## config.mk

```make
export PLATFORM = sky130hd
export DESIGN_NAME = ahb_lite_master_port
export DESIGN_NICKNAME = d
export VERILOG_FILES = /design/src/rtl/ahb_lite_master_port.sv
export SDC_FILE = /design/constraint.sdc
export NUM_CORES = 1
export LEC_CHECK = 0
export CAP_MARGIN = 5
export CORE_MARGIN = 4
export CORE_UTILIZATION = 46
export CTS_CLUSTER_SIZE = 30
export DETAILED_ROUTE_END_ITERATION = 10
export PLACE_DENSITY_LB_ADDON = 0.3
export REMOVE_ABC_BUFFERS = 1
export SLEW_MARGIN = 20
export SYNTH_ARGS = -nofsm -noshare
export SYNTH_HDL_FRONTEND = slang
export SYNTH_SLANG_ARGS = --single-unit
```

## constraint.sdc

```tcl
create_clock -name HCLK -period 5 [get_ports HCLK]
set_input_delay 1.5 -clock HCLK [delete_from_list [all_inputs] [get_ports HCLK]]
set_output_delay 1.5 -clock HCLK [all_outputs]
set_load 0.01 [all_outputs]
```

## src/rtl/ahb_lite_master_port.sv

```systemverilog
// Single-outstanding AHB-Lite initiator: turns one command into one SINGLE
// read/write transfer, handles wait states and the two-cycle ERROR response,
// and rejects misaligned or oversized commands without touching the bus.
module ahb_lite_master_port #(
  parameter logic [3:0] HPROT_VAL = 4'b0011
) (
  input  logic        HCLK,
  input  logic        HRESETn,
  // Command / response side
  input  logic        cmd_valid,
  output logic        cmd_ready,
  input  logic        cmd_write,
  input  logic [31:0] cmd_addr,
  input  logic [2:0]  cmd_size,
  input  logic [31:0] cmd_wdata,
  output logic        rsp_valid,
  output logic [31:0] rsp_rdata,
  output logic        rsp_err,
  // AHB-Lite initiator side
  output logic [31:0] HADDR,
  output logic [1:0]  HTRANS,
  output logic [2:0]  HSIZE,
  output logic [2:0]  HBURST,
  output logic [3:0]  HPROT,
  output logic        HMASTLOCK,
  output logic        HWRITE,
  output logic [31:0] HWDATA,
  input  logic [31:0] HRDATA,
  input  logic        HREADY,
  input  logic        HRESP
);

  localparam logic [1:0] TransIdle   = 2'b00;
  localparam logic [1:0] TransNonseq = 2'b10;

  typedef enum logic [1:0] {StIdle, StAddr, StData, StErr2} state_e;

  state_e      state_q, state_d;
  logic [31:0] haddr_q, haddr_d;
  logic [1:0]  htrans_q, htrans_d;
  logic [2:0]  hsize_q, hsize_d;
  logic        hwrite_q, hwrite_d;
  logic [31:0] hwdata_q, hwdata_d;
  logic [31:0] wdata_q, wdata_d;
  logic        rsp_valid_q, rsp_valid_d;
  logic        rsp_err_q, rsp_err_d;
  logic [31:0] rsp_rdata_q, rsp_rdata_d;
  logic        cmd_bad;

  // Oversized or not naturally aligned commands are answered locally.
  always_comb begin
    cmd_bad = (cmd_size > 3'd2) ||
              ((cmd_size == 3'd1) && cmd_addr[0]) ||
              ((cmd_size == 3'd2) && (cmd_addr[1:0] != 2'b00));
  end

  // Next-state and registered-output computation for the transfer FSM.
  always_comb begin
    state_d     = state_q;
    haddr_d     = haddr_q;
    htrans_d    = htrans_q;
    hsize_d     = hsize_q;
    hwrite_d    = hwrite_q;
    hwdata_d    = hwdata_q;
    wdata_d     = wdata_q;
    rsp_valid_d = 1'b0;
    rsp_err_d   = 1'b0;
    rsp_rdata_d = '0;
    case (state_q)
      StIdle: begin
        htrans_d = TransIdle;
        if (cmd_valid) begin
          if (cmd_bad) begin
            rsp_valid_d = 1'b1;
            rsp_err_d   = 1'b1;
          end else begin
            haddr_d  = cmd_addr;
            hsize_d  = cmd_size;
            hwrite_d = cmd_write;
            wdata_d  = cmd_wdata;
            htrans_d = TransNonseq;
            state_d  = StAddr;
          end
        end
      end
      StAddr: begin
        if (HREADY) begin
          htrans_d = TransIdle;
          if (hwrite_q) hwdata_d = wdata_q;
          state_d = StData;
        end
      end
      StData: begin
        if (HREADY) begin
          // HREADY=1 with HRESP=1 is not a legal single-cycle error; report it anyway.
          rsp_valid_d = 1'b1;
          rsp_err_d   = HRESP;
          rsp_rdata_d = (hwrite_q || HRESP) ? 32'h0 : HRDATA;
          state_d     = StIdle;
        end else if (HRESP) begin
          state_d = StErr2;
        end
      end
      StErr2: begin
        if (HREADY) begin
          rsp_valid_d = 1'b1;
          rsp_err_d   = 1'b1;
          state_d     = StIdle;
        end
      end
      default: state_d = StIdle;
    endcase
  end

  // State and output registers; reset drops any in-flight transfer.
  always_ff @(posedge HCLK or negedge HRESETn) begin
    if (!HRESETn) begin
      state_q     <= StIdle;
      haddr_q     <= '0;
      htrans_q    <= TransIdle;
      hsize_q     <= '0;
      hwrite_q    <= 1'b0;
      hwdata_q    <= '0;
      wdata_q     <= '0;
      rsp_valid_q <= 1'b0;
      rsp_err_q   <= 1'b0;
      rsp_rdata_q <= '0;
    end else begin
      state_q     <= state_d;
      haddr_q     <= haddr_d;
      htrans_q    <= htrans_d;
      hsize_q     <= hsize_d;
      hwrite_q    <= hwrite_d;
      hwdata_q    <= hwdata_d;
      wdata_q     <= wdata_d;
      rsp_valid_q <= rsp_valid_d;
      rsp_err_q   <= rsp_err_d;
      rsp_rdata_q <= rsp_rdata_d;
    end
  end

  assign cmd_ready = (state_q == StIdle);
  assign rsp_valid = rsp_valid_q;
  assign rsp_err   = rsp_err_q;
  assign rsp_rdata = rsp_rdata_q;
  assign HADDR     = haddr_q;
  assign HTRANS    = htrans_q;
  assign HSIZE     = hsize_q;
  assign HWRITE    = hwrite_q;
  assign HWDATA    = hwdata_q;
  assign HBURST    = 3'b000;
  assign HPROT     = HPROT_VAL;
  assign HMASTLOCK = 1'b0;

endmodule

```

* Word level (Yosys, flattened, before mapping)
Index checks and enable logic that the tools add are counted.
W data, S select, Z words.
** Operators by class
- Equality and inequality tests :: 10
- $lt $le $gt $ge :: 1
- Bitwise operators :: 1
- Mux-type cells :: 19
- Reductions and logical operators :: 13
** Operators by type and width (number)
- $mux W32 :: 3
- $mux W2 :: 8
- $ne A2 B2 Y1 const B :: 4
- $pmux W2 S4 :: 1
- $reduce_and A3 Y1 :: 2
- $reduce_and A5 Y1 :: 1
- $eq A2 B2 Y1 const B :: 2
- $mux W1 :: 4
- $pmux W2 S2 :: 1
- $reduce_bool A2 Y1 :: 2
- $eq A3 B1 Y1 const B :: 1
- $eq A3 B2 Y1 const B :: 1
- $gt A3 B2 Y1 const B :: 1
- $logic_or A1 B1 Y1 :: 3
- $ne A3 B3 Y1 const B :: 1
- $pmux W1 S3 :: 1
- $eq A2 B1 Y1 const B :: 1
- $logic_and A1 B1 Y1 :: 2
- $logic_not A2 Y1 :: 1
- $pmux W1 S2 :: 1
- $reduce_and A2 Y1 :: 1
- $reduce_or A2 Y1 :: 1
- $not A1 Y1 :: 1
** Storage, ports and cells
- Output and inout bits :: 113
- Register bits :: 138
- Input bits :: 105
- Word-level logic and storage cells :: 54

* Longest topological paths before layout
Gate-level depths: netlist of run 1.
- Depth after elaboration :: 7
- Depth in mapped cells :: 5

* Worst setup path before layout of run 1
OpenSTA, ideal clock, no wires.
- Path type :: in2reg
- From :: input port cmd_size[2]
- To :: register haddr_q[10] (netlist: HADDR[10])
- Stages :: 5
- Path buffers :: 2
- Setup time :: 0.125 ns
- Arrival :: 3.010 ns
- Path slack :: 1.865 ns
- Required time :: 4.875 ns
- Cells stage by stage :: or4_1 a2111o_1 buf_6 buf_6 mux2_4
** Between the ends
- Cells in the longest elaborated chain, start to end :: 6
- Elaborated cells on any way between the ends :: 9
- Classes of those cells :: 1 x order compare; 2 x eq/ne; 1 x bitwise; 5 x reduce/logical
** RTL lines
- from (decl) :: RTL line 14 : input logic [2:0] cmd_size,
- parallel branches: the longest is 3 deep, another holds $gt A3 B2 Y1
- $logic_or A1 B1 Y1 (*) :: RTL line 53 : ((cmd_size == 3'd1) && cmd_addr[0]) ||
- $not A1 Y1 (no source line) (*)
- $reduce_and A3 Y1 (no source line) (*)
- to (signal assigned) :: RTL line 130 : haddr_q <= haddr_d;
- to (decl) :: RTL line 39 : logic [31:0] haddr_q, haddr_d;
Mark *: on every way between the ends.
A chain may end at the register's enable or synchronous reset.

* Worst setup path in the final report of run 1
- From :: input port cmd_size[0]
- To :: register wdata_q[14]
** Between the ends
- Cells in the longest elaborated chain, start to end :: 6
- Elaborated cells on any way between the ends :: 9
- Classes of those cells :: 1 x order compare; 2 x eq/ne; 1 x bitwise; 5 x reduce/logical
** RTL lines
- parallel branches: the longest is 3 deep, another holds $gt A3 B2 Y1
- $logic_or A1 B1 Y1 (*) :: RTL line 53
- $not A1 Y1 (no source line) (*)
- $reduce_and A3 Y1 (no source line) (*)
- to (signal assigned) :: RTL line 135 : wdata_q <= wdata_d;
- to (decl) :: RTL line 44 : logic [31:0] wdata_q, wdata_d;
Marked as above.

==> impl_metrics.csv, run 1 <==
group,metric,value,unit
setup_path,arrival,4050,ps
worst_hold_path,hp-class,"reg2reg",
layout,final_cell_mix,"clkdlybuf4s50_1, dfrtp_1, mux2_4",
global_routing,use_met3,10.1,%
floorplan,initial_core_util,46.9,%
clocking,clk_pin_slew,50,ps
synth,yosysWarnings,0,
timing,setup_viol,0,
clocking,post_cts_buffers,0,
drt,wirelength,12100,um
placement,io_buffers,208,
drt,drt_iter0_markers,124,
timing,fmax,0.266,GHz
global_routing,grt_max_degree,76,
power_and_ir_drop,clockPowerShare,28.9,%
power_and_ir_drop,p_int,3160,uW
timing,finalCritPeriodShare,75.3,%
synth,syn_area,5360,sq um
clocking,postCtsHoldBufs,0,
global_routing,grt_overflow,0,
power_and_ir_drop,powerDensity,524,nW/um^2
power_and_ir_drop,p_sw_share,25.1,%
clocking,cts.sink_count,137,
synth,synth.avg_cell_area,17.1,sq um
timing,report.final.slew_viol_count,0,
timing,finClkSkew,5.17,ps
floorplan,fp.dieW,116,um
timing,rsz0062_at_grt,"no",
power_and_ir_drop,seqPwrFrac,39.9,%
power_and_ir_drop,ir_drop,0.333,mV
floorplan,fp.dieH,116,um
setup_path,start_kind,"input pin",
timing,max_slew_margin,44.9,%
clocking,h-tree-depth,4,
global_routing,grt_use_total,18.7,%
layout,syn_to_final_growth,50.3,%
clocking,clockRootBuffer,"clkbuf_16",
timing,fin_crit,3760,ps
layout,layout.cells.most_common,"clkdlybuf4s50_1",
run,max_cap_viol_count,0,
timing,hold_viol_final,0,
global_routing,grtUsageMet1,21.8,%
power_and_ir_drop,power_switching,1060,uW
global_routing,use_met2,29.3,%
power_and_ir_drop,leakagePower,0.00379,uW
clocking,clockBufferDepth,2,
floorplan,io_pins,218,
setup_path,crit_fanout,44,
drt,avgViaCountPerCell,4.73,
floorplan,placementRows,39,
global_routing,grt_pass1_wl,19000,um
clocking,cts_resized,0,
layout,final_cell_count_no_fill,685,
placement,routabilityCongestion,0.734,
power_and_ir_drop,combPwrFrac,31.2,%
floorplan,core_area,11400,sq um
drt,vias,3239,
drt,first_pass_iters,6,
clocking,cts_tree,"done",
floorplan,die_area,13400,sq um
drt,antenna_left,0,
timing,final.setup.tns,0,ps
placement,hpwl,8510,um
synth,synth.distinct_cells,22,
global_routing,grt_antenna_before_repair,0,
clocking,numCtsBuffers,17,
layout,drive_gt1_share,25.1,%
setup_path,end_kind,"flip-flop",
clocking,clock_latency,410,ps
setup_path,worstPathRequired,5290,ps
global_routing,grt_pass1_vias,3671,
synth,synth_cells,314,
setup_path,critPathKind,"in2reg",
global_routing,grt.busiest_layer,"met2",
layout,fin_nets,634,
placement,place_inst,653,
drt,wl_per_cell,17.7,um
synth,ys_seq_elements,137,
synth,ys_seq_area_share,64.0,%
layout,antenna_cells,0,
drt,drc,0,
timing,holdWs,488,ps
timing,worst_slew_pin_slew,827,ps
outcome,status,"complete, no violations",
-- layer usage --
layer  part of all wire [%]  routed length, um
met4                    1.7                208
met1                     38               4650
met5                      0                  0
met3                     13               1530
met2                     47               5730
-- flip-flops by register name, summed over array words and instances, names as in the netlist --
register,flops
HADDR,32
HSIZE,3
HTRANS,1
HWDATA,32
HWRITE,1
rsp_err,1
rsp_rdata,32
rsp_valid,1
state_q,2
wdata_q,32
-- cell families (layout without fill, tap and decap cells) --
logic type             after synthesis  in the layout  share of synthesized area (%)
AO/OA/AOI/OAI                        6              6                          0.747
buffers and inverters               25            246                           4.48
flip-flops                         137            137                           64.0
multiplexers                       100            100                           25.7
other                                2              9                          0.140
AND/OR/NAND/NOR                     44             44                           4.93
-- Yosys cell counts (all sizes together) --
master,number,area (sq um)
buf,17,210
a211o,1,8.76
mux2i,1,10.0
dfrtp,137,3430
nand4,1,6.26
nor4,1,6.26
nand4b,1,8.76
o21ai,3,15.0
nor2b,1,6.26
nor2,2,7.51
mux2,99,1370
conb,2,7.51
inv,1,3.75
and2,33,206
clkbuf,7,26.3
a21oi,1,5.00
nand2,4,15.0
or4,1,7.51
a2111o,1,11.3
-- worst max-delay path, cell delays in order --
cell and delay (ps):
clkdlybuf4s50_1 450, or4_1 570, a2111o_2 790, buf_12 360, mux2_4 340
-- power by group through the flow --
stage	combinational (uW)	clock, uW	sequential (uW)
finish	1320	1220	1680
global route	1400	1300	1730
CTS	1340	1250	1680
detailed placement	1340	0	1690
global placement	1300	0	1680
floorplan	501	0	1780
-- layout make-up --
type,count,area (sq um)
inverters,1,3.75
repair buffers,213,2130
well taps,143,179
flip-flops and latches,137,3430
clock inverters,8,92.6
multi-input cells,159,1720
fillers,780,3370
clock buffers,24,492
-- metrics by stage --
| step | cell area (sq um) | setup WS [ps] | power, uW | util, % |
|---|---|---|---|---|
| after detailed placement | 7470 | 831 | 3030 | 65.4 |
| final | 8050 | 1240 | 4220 | 70.5 |
| after global placement | 7470 | 898 | 2980 | 65.4 |
| after global routing | 8050 | 1220 | 4440 | 70.5 |
| after CTS | 8050 | 1260 | 4280 | 70.5 |
| after floorplan | 5150 | 562 | 2280 | - |
-- final timing paths --
check | cells after the start | to | start | slack [ps]
setup / recovery | 5 | wdata_q[14] | cmd_size[0] | 1240
min in group asynchronous | 1 | HWDATA[17] | HRESETn | 1110
max in group asynchronous | 2 | rsp_rdata[14] | HRESETn | 2960
hold / removal | 1 | HSIZE[2] | HSIZE[2] | 490
hold reg to reg | 1 | HSIZE[2] | HSIZE[2] | 490
setup reg to reg | 3 | wdata_q[14] | state_q[1] | 2870
Power figures use the tool's default switching activity.
==> inputs of run 2 (changes only) <==
CORE_UTILIZATION = 39   (was 46)
clock period = 3.4 ns   (was 5 ns; I/O delays follow)
==> impl_metrics.csv, run 2 (synthesis gave the netlist of run 1 again) <==
group,metric,value,unit
layout,final_cell_area,8150,sq um
clocking,cts.sink_count,137,
power_and_ir_drop,power_switching,1580,uW
drt,wl_per_cell,17.1,um
setup_path,arrival,3120,ps
floorplan,fp.dieH,125,um
power_and_ir_drop,combPwrFrac,30.7,%
global_routing,grt_pass1_vias,3715,
setup_path,path_cells,"clkdlybuf4s50_1, or4_1, a2111o_2, buf_12, mux2_4",
clocking,numCtsBuffers,17,
drt,vias,3243,
timing,setup_viol,0,
timing,rsz0062_at_grt,"no",
drt,drc,0,
layout,final_cell_mix,"clkdlybuf4s50_1, dfrtp_1, mux2_4",
floorplan,io_pins,218,
floorplan,initial_core_util,40.1,%
drt,drt_iter0_markers,114,
layout,final_util,61.1,%
drt,first_pass_iters,4,
floorplan,die_area,15700,sq um
setup_path,critPathKind,"in2reg",
timing,fmax,0.354,GHz
clocking,clockBufferDepth,2,
timing,finClkSkew,5.16,ps
timing,holdWs,501,ps
drt,avgViaCountPerCell,4.51,
global_routing,grt_overflow,0,
setup_path,crit_start,"cmd_size[0]",
layout,antenna_cells,0,
power_and_ir_drop,p_int,4700,uW
setup_path,worstPathRequired,3690,ps
layout,drive_gt1_share,25.8,%
setup_path,start_kind,"input pin",
global_routing,grt_max_degree,57,
floorplan,placementRows,42,
setup_path,cpLargestDelayFamily,"buffers and inverters",
timing,worst_slew_pin_slew,518,ps
drt,antenna_left,0,
timing,finalCritPeriodShare,83.1,%
power_and_ir_drop,p_sw_share,25.1,%
layout,fillers,1066,
timing,fin_crit,2830,ps
placement,dpl_cell_area,7540,sq um
setup_path,end_kind,"flip-flop",
clocking,clockRootBuffer,"clkbuf_16",
floorplan,fp.dieW,125,um
setup_path,crit_buf_inv,2,
clocking,h-tree-depth,4,
timing,max_slew_margin,65.5,%
global_routing,grt_antenna_before_repair,0,
global_routing,grt_pass1_wl,20200,um
setup_path,max_stage_delay,550,ps
power_and_ir_drop,seqPwrFrac,39.5,%
worst_hold_path,hp-start,"HWDATA[8]",
power_and_ir_drop,ir_drop,0.356,mV
placement,io_buffers,208,
power_and_ir_drop,fin_total_pwr,6280,uW
setup_path,cp_slowest_cell,"or4_1",
layout,layout.cells.most_common,"clkdlybuf4s50_1",
clocking,cts_resized,0,
clocking,clk_pin_slew,60,ps
placement,hpwl,8740,um
timing,hold_viol_final,0,
placement,place_inst,687,
clocking,post_cts_buffers,0,
power_and_ir_drop,powerDensity,770,nW/um^2
outcome,status,"complete, no violations",
floorplan,core_area,13300,sq um
layout,syn_to_final_growth,52.2,%
power_and_ir_drop,leakagePower,0.00381,uW
timing,report.final.slew_viol_count,0,
run,max_cap_viol_count,0,
power_and_ir_drop,clockPowerShare,29.8,%
clocking,postCtsHoldBufs,0,
setup_path,r2r-start,"state_q[1]",
placement,routabilityCongestion,0.708,
clocking,clock_latency,410,ps
layout,final_cell_count_no_fill,719,
global_routing,grt_use_total,16.6,%
drt,wirelength,12300,um
worst_hold_path,hp-class,"reg2reg",
setup_path,crit_fanout,42,
layout,fin_nets,635,
clocking,cts_tree,"done",
## run 2: cell types whose count changed in the layout (fill, tap and decap cells not counted)
cell and delta:
clkbuf_1 -3, buf_12 +2, clkinv_4 +2, buf_4 -1, bufinv_16 +1, clkbuf_8 -1
clkinvlp_4 +1
## run 2: final timing paths
path / to / slack [ps] / cells after the start
max: HADDR[7] / 570 / 5
min: HWDATA[8] / 500 / 1
min in group asynchronous: HADDR[21] / 560 / 1
min reg2reg: HWDATA[8] / 500 / 1
max reg2reg: HADDR[7] / 1690 / 3
max in group asynchronous: rsp_rdata[7] / 2000 / 2
## run 2: power groups by stage
stage                     Clock (uW)  Combinational (uW)  Sequential (uW)
after global routing            2000                2050             2560
after floorplan                    0                 737             2610
after global placement             0                1920             2470
after detailed placement           0                1960             2490
final                           1870                1930             2480
after CTS                       1920                1970             2490
## run 2: area by class of cell
type | instances | area (sq um) | share of cell area (%)
Sequential cell | 137 | 3430 | 42.0
Tap cell | 176 | 220 | 2.70
Timing Repair Buffer | 214 | 2170 | 26.6
Clock buffer | 20 | 467 | 5.72
Clock inverter | 12 | 148 | 1.81
Multi-Input combinational cell | 159 | 1720 | 21.1
Inverter | 1 | 3.75 | 0.0460
## run 2: metal layers
layer / up-vias / global-route usage, % / wire length [um]
met4: 0 / 5.36 / 160
li1: 1481 / - / -
met5: - / 0 / 0
met1: 1599 / 18.5 / 4730
met3: 15 / 9.47 / 1420
met2: 148 / 26.9 / 6000
## run 2: worst register-to-register path, delay by kind of cell, from the launching register on
kind	cells	cell delay [ps]
AO/OA/AOI/OAI	1	530
multiplexers	1	390
buffers and inverters	1	220
flip-flops	1	460
## run 2: through the flow
| step | setup TNS (ps) | worst slack, ps |
|---|---|---|
| finish | 0 | 573 |
| global route | 0 | 545 |
| CTS | 0 | 614 |
| detailed placement | 0 | 169 |
| global placement | 0 | 193 |
| floorplan | -35960 | -558 |
==> inputs of run 3 (changes only) <==
clock period = 2.4 ns   (was 3.4 ns; I/O delays follow)
==> impl_metrics.csv, run 3 (synthesis gave the netlist of run 1 again) <==
group,metric,value,unit
clocking,clock_latency,410,ps
drt,wl_per_cell,17.2,um
timing,report.final.slew_viol_count,0,
setup_path,arrival,2690,ps
layout,drive_gt1_share,27.9,%
setup_path,max_stage_delay,540,ps
setup_path,cp_slowest_cell,"or4_4",
clocking,clk_pin_slew,60,ps
timing,hold_viol_final,0,
drt,wirelength,12600,um
setup_path,crit_buf_inv,3,
timing,holdWs,165,ps
floorplan,die_area,15700,sq um
floorplan,fp.dieW,125,um
global_routing,grt_pass1_wl,20200,um
worst_hold_path,hp-class,"in2async",
timing,fin_crit,2400,ps
clocking,clockBufferDepth,2,
drt,antenna_left,0,
global_routing,grt_max_degree,76,
timing,setup_viol,0,
layout,final_cell_mix,"clkdlybuf4s50_1, dfrtp_1, mux2_4",
power_and_ir_drop,powerDensity,1090,nW/um^2
global_routing,grt_antenna_before_repair,0,
placement,dpl_cell_area,7590,sq um
floorplan,core_area,13300,sq um
drt,drt_iter0_markers,119,
floorplan,fp.dieH,125,um
drt,vias,3256,
drt,met1_length,5000,um
layout,fillers,1017,
setup_path,worstPathRequired,2690,ps
run,max_cap_viol_count,0,
layout,final_cell_area,8470,sq um
clocking,cts_tree,"done",
drt,met2WireLength,6040,um
drt,drc,0,
clocking,clockRootBuffer,"clkbuf_16",
setup_path,critPathKind,"in2reg",
layout,final_util,63.4,%
timing,finalCritPeriodShare,99.9,%
global_routing,grt_use_total,16.7,%
clocking,h-tree-depth,4,
power_and_ir_drop,fin_total_pwr,9210,uW
global_routing,grt_overflow,0,
placement,hpwl,8500,um
placement,routabilityCongestion,0.707,
layout,antenna_cells,0,
floorplan,initial_core_util,40.1,%
drt,first_pass_iters,4,
drt,top_layer,"met4",
outcome,status,"complete, no violations",
layout,layout.cells.most_common,"clkdlybuf4s50_1",
global_routing,grt_pass1_vias,3701,
timing,finClkSkew,6.58,ps
timing,rsz0062_at_grt,"no",
clocking,cts.sink_count,137,
layout,fin_nets,647,
clocking,numCtsBuffers,17,
setup_path,path_cells,"dlygate4sd2_1, or4_4, a2111o_2, buf_12, buf_16, mux2_4",
drt,met3_length,1350,um
placement,place_inst,692,
floorplan,placementRows,42,
layout,syn_to_final_growth,58.0,%
power_and_ir_drop,leakagePower,0.00397,uW
setup_path,end_kind,"flip-flop",
floorplan,io_pins,218,
setup_path,cpLargestDelayFamily,"buffers and inverters",
placement,io_buffers,208,
layout,final_cell_count_no_fill,731,
timing,fmax,0.417,GHz
setup_path,start_kind,"input pin",
power_and_ir_drop,ir_drop,0.529,mV
drt,avgViaCountPerCell,4.45,
setup_path,crit_fanout,8,
## run 3: final timing paths
check	startpoint	to	slack (ps)	depth (start not counted)
max in group asynchronous	HRESETn	state_q[1]	1540	2
setup reg to reg	state_q[1]	wdata_q[26]	670	4
min in group HCLK	HSIZE[2]	HSIZE[2]	490	1
setup / recovery	cmd_addr[1]	wdata_q[26]	3	6
hold reg to reg	HSIZE[2]	HSIZE[2]	490	1
hold / removal	HRESETn	HADDR[3]	170	1
## run 3: what timing repair did
action / 4_1_cts / 5_1_grt
pin swaps: 2 / 0
gates resized for setup: 12 / 2
hold buffers: 0 / 0
cloned: 6 / 0
setup buffers: 1 / 0
setup endpoints to repair: 67 / 1
## run 3: where the power goes
| part | switching (uW) | internal, uW |
|---|---|---|
| logic | 875 | 1930 |
| clock network | 984 | 1910 |
| registers | 432 | 3070 |
| total | 2290 | 6920 |
## run 3: final cells by class
| class | count | area (sq um) | share of cell area (%) |
|---|---|---|---|
| Multi-Input combinational cell | 159 | 1730 | 20.4 |
| Tap cell | 176 | 220 | 2.60 |
| Timing Repair Buffer | 226 | 2420 | 28.5 |
| Clock buffer | 19 | 453 | 5.35 |
| Inverter | 1 | 3.75 | 0.0443 |
| Clock inverter | 13 | 215 | 2.54 |
| Sequential cell | 137 | 3430 | 40.5 |
## run 3: layer usage
metal  vias to the layer above  global-route usage [%]
met3                        14                    9.34
met1                      1589                    19.0
li1                       1512                       -
met4                         0                    7.14
met2                       141                    26.2
met5                         -                       0
## run 3: metrics by stage
step / setup slack [ps] / TNS [ps]
after global placement: -487 / -32440
after floorplan: -1260 / -91520
after CTS: 1.83 / 0
after global routing: 0.631 / 0
final: 3.34 / 0
after detailed placement: -516 / -33990
## run 3: worst reg2reg max path: cells and delay by family, from the launching register on
kind | cells | cell delay, ps
AO/OA/AOI/OAI | 1 | 500
buffers and inverters | 2 | 340
multiplexers | 1 | 310
flip-flops | 1 | 450
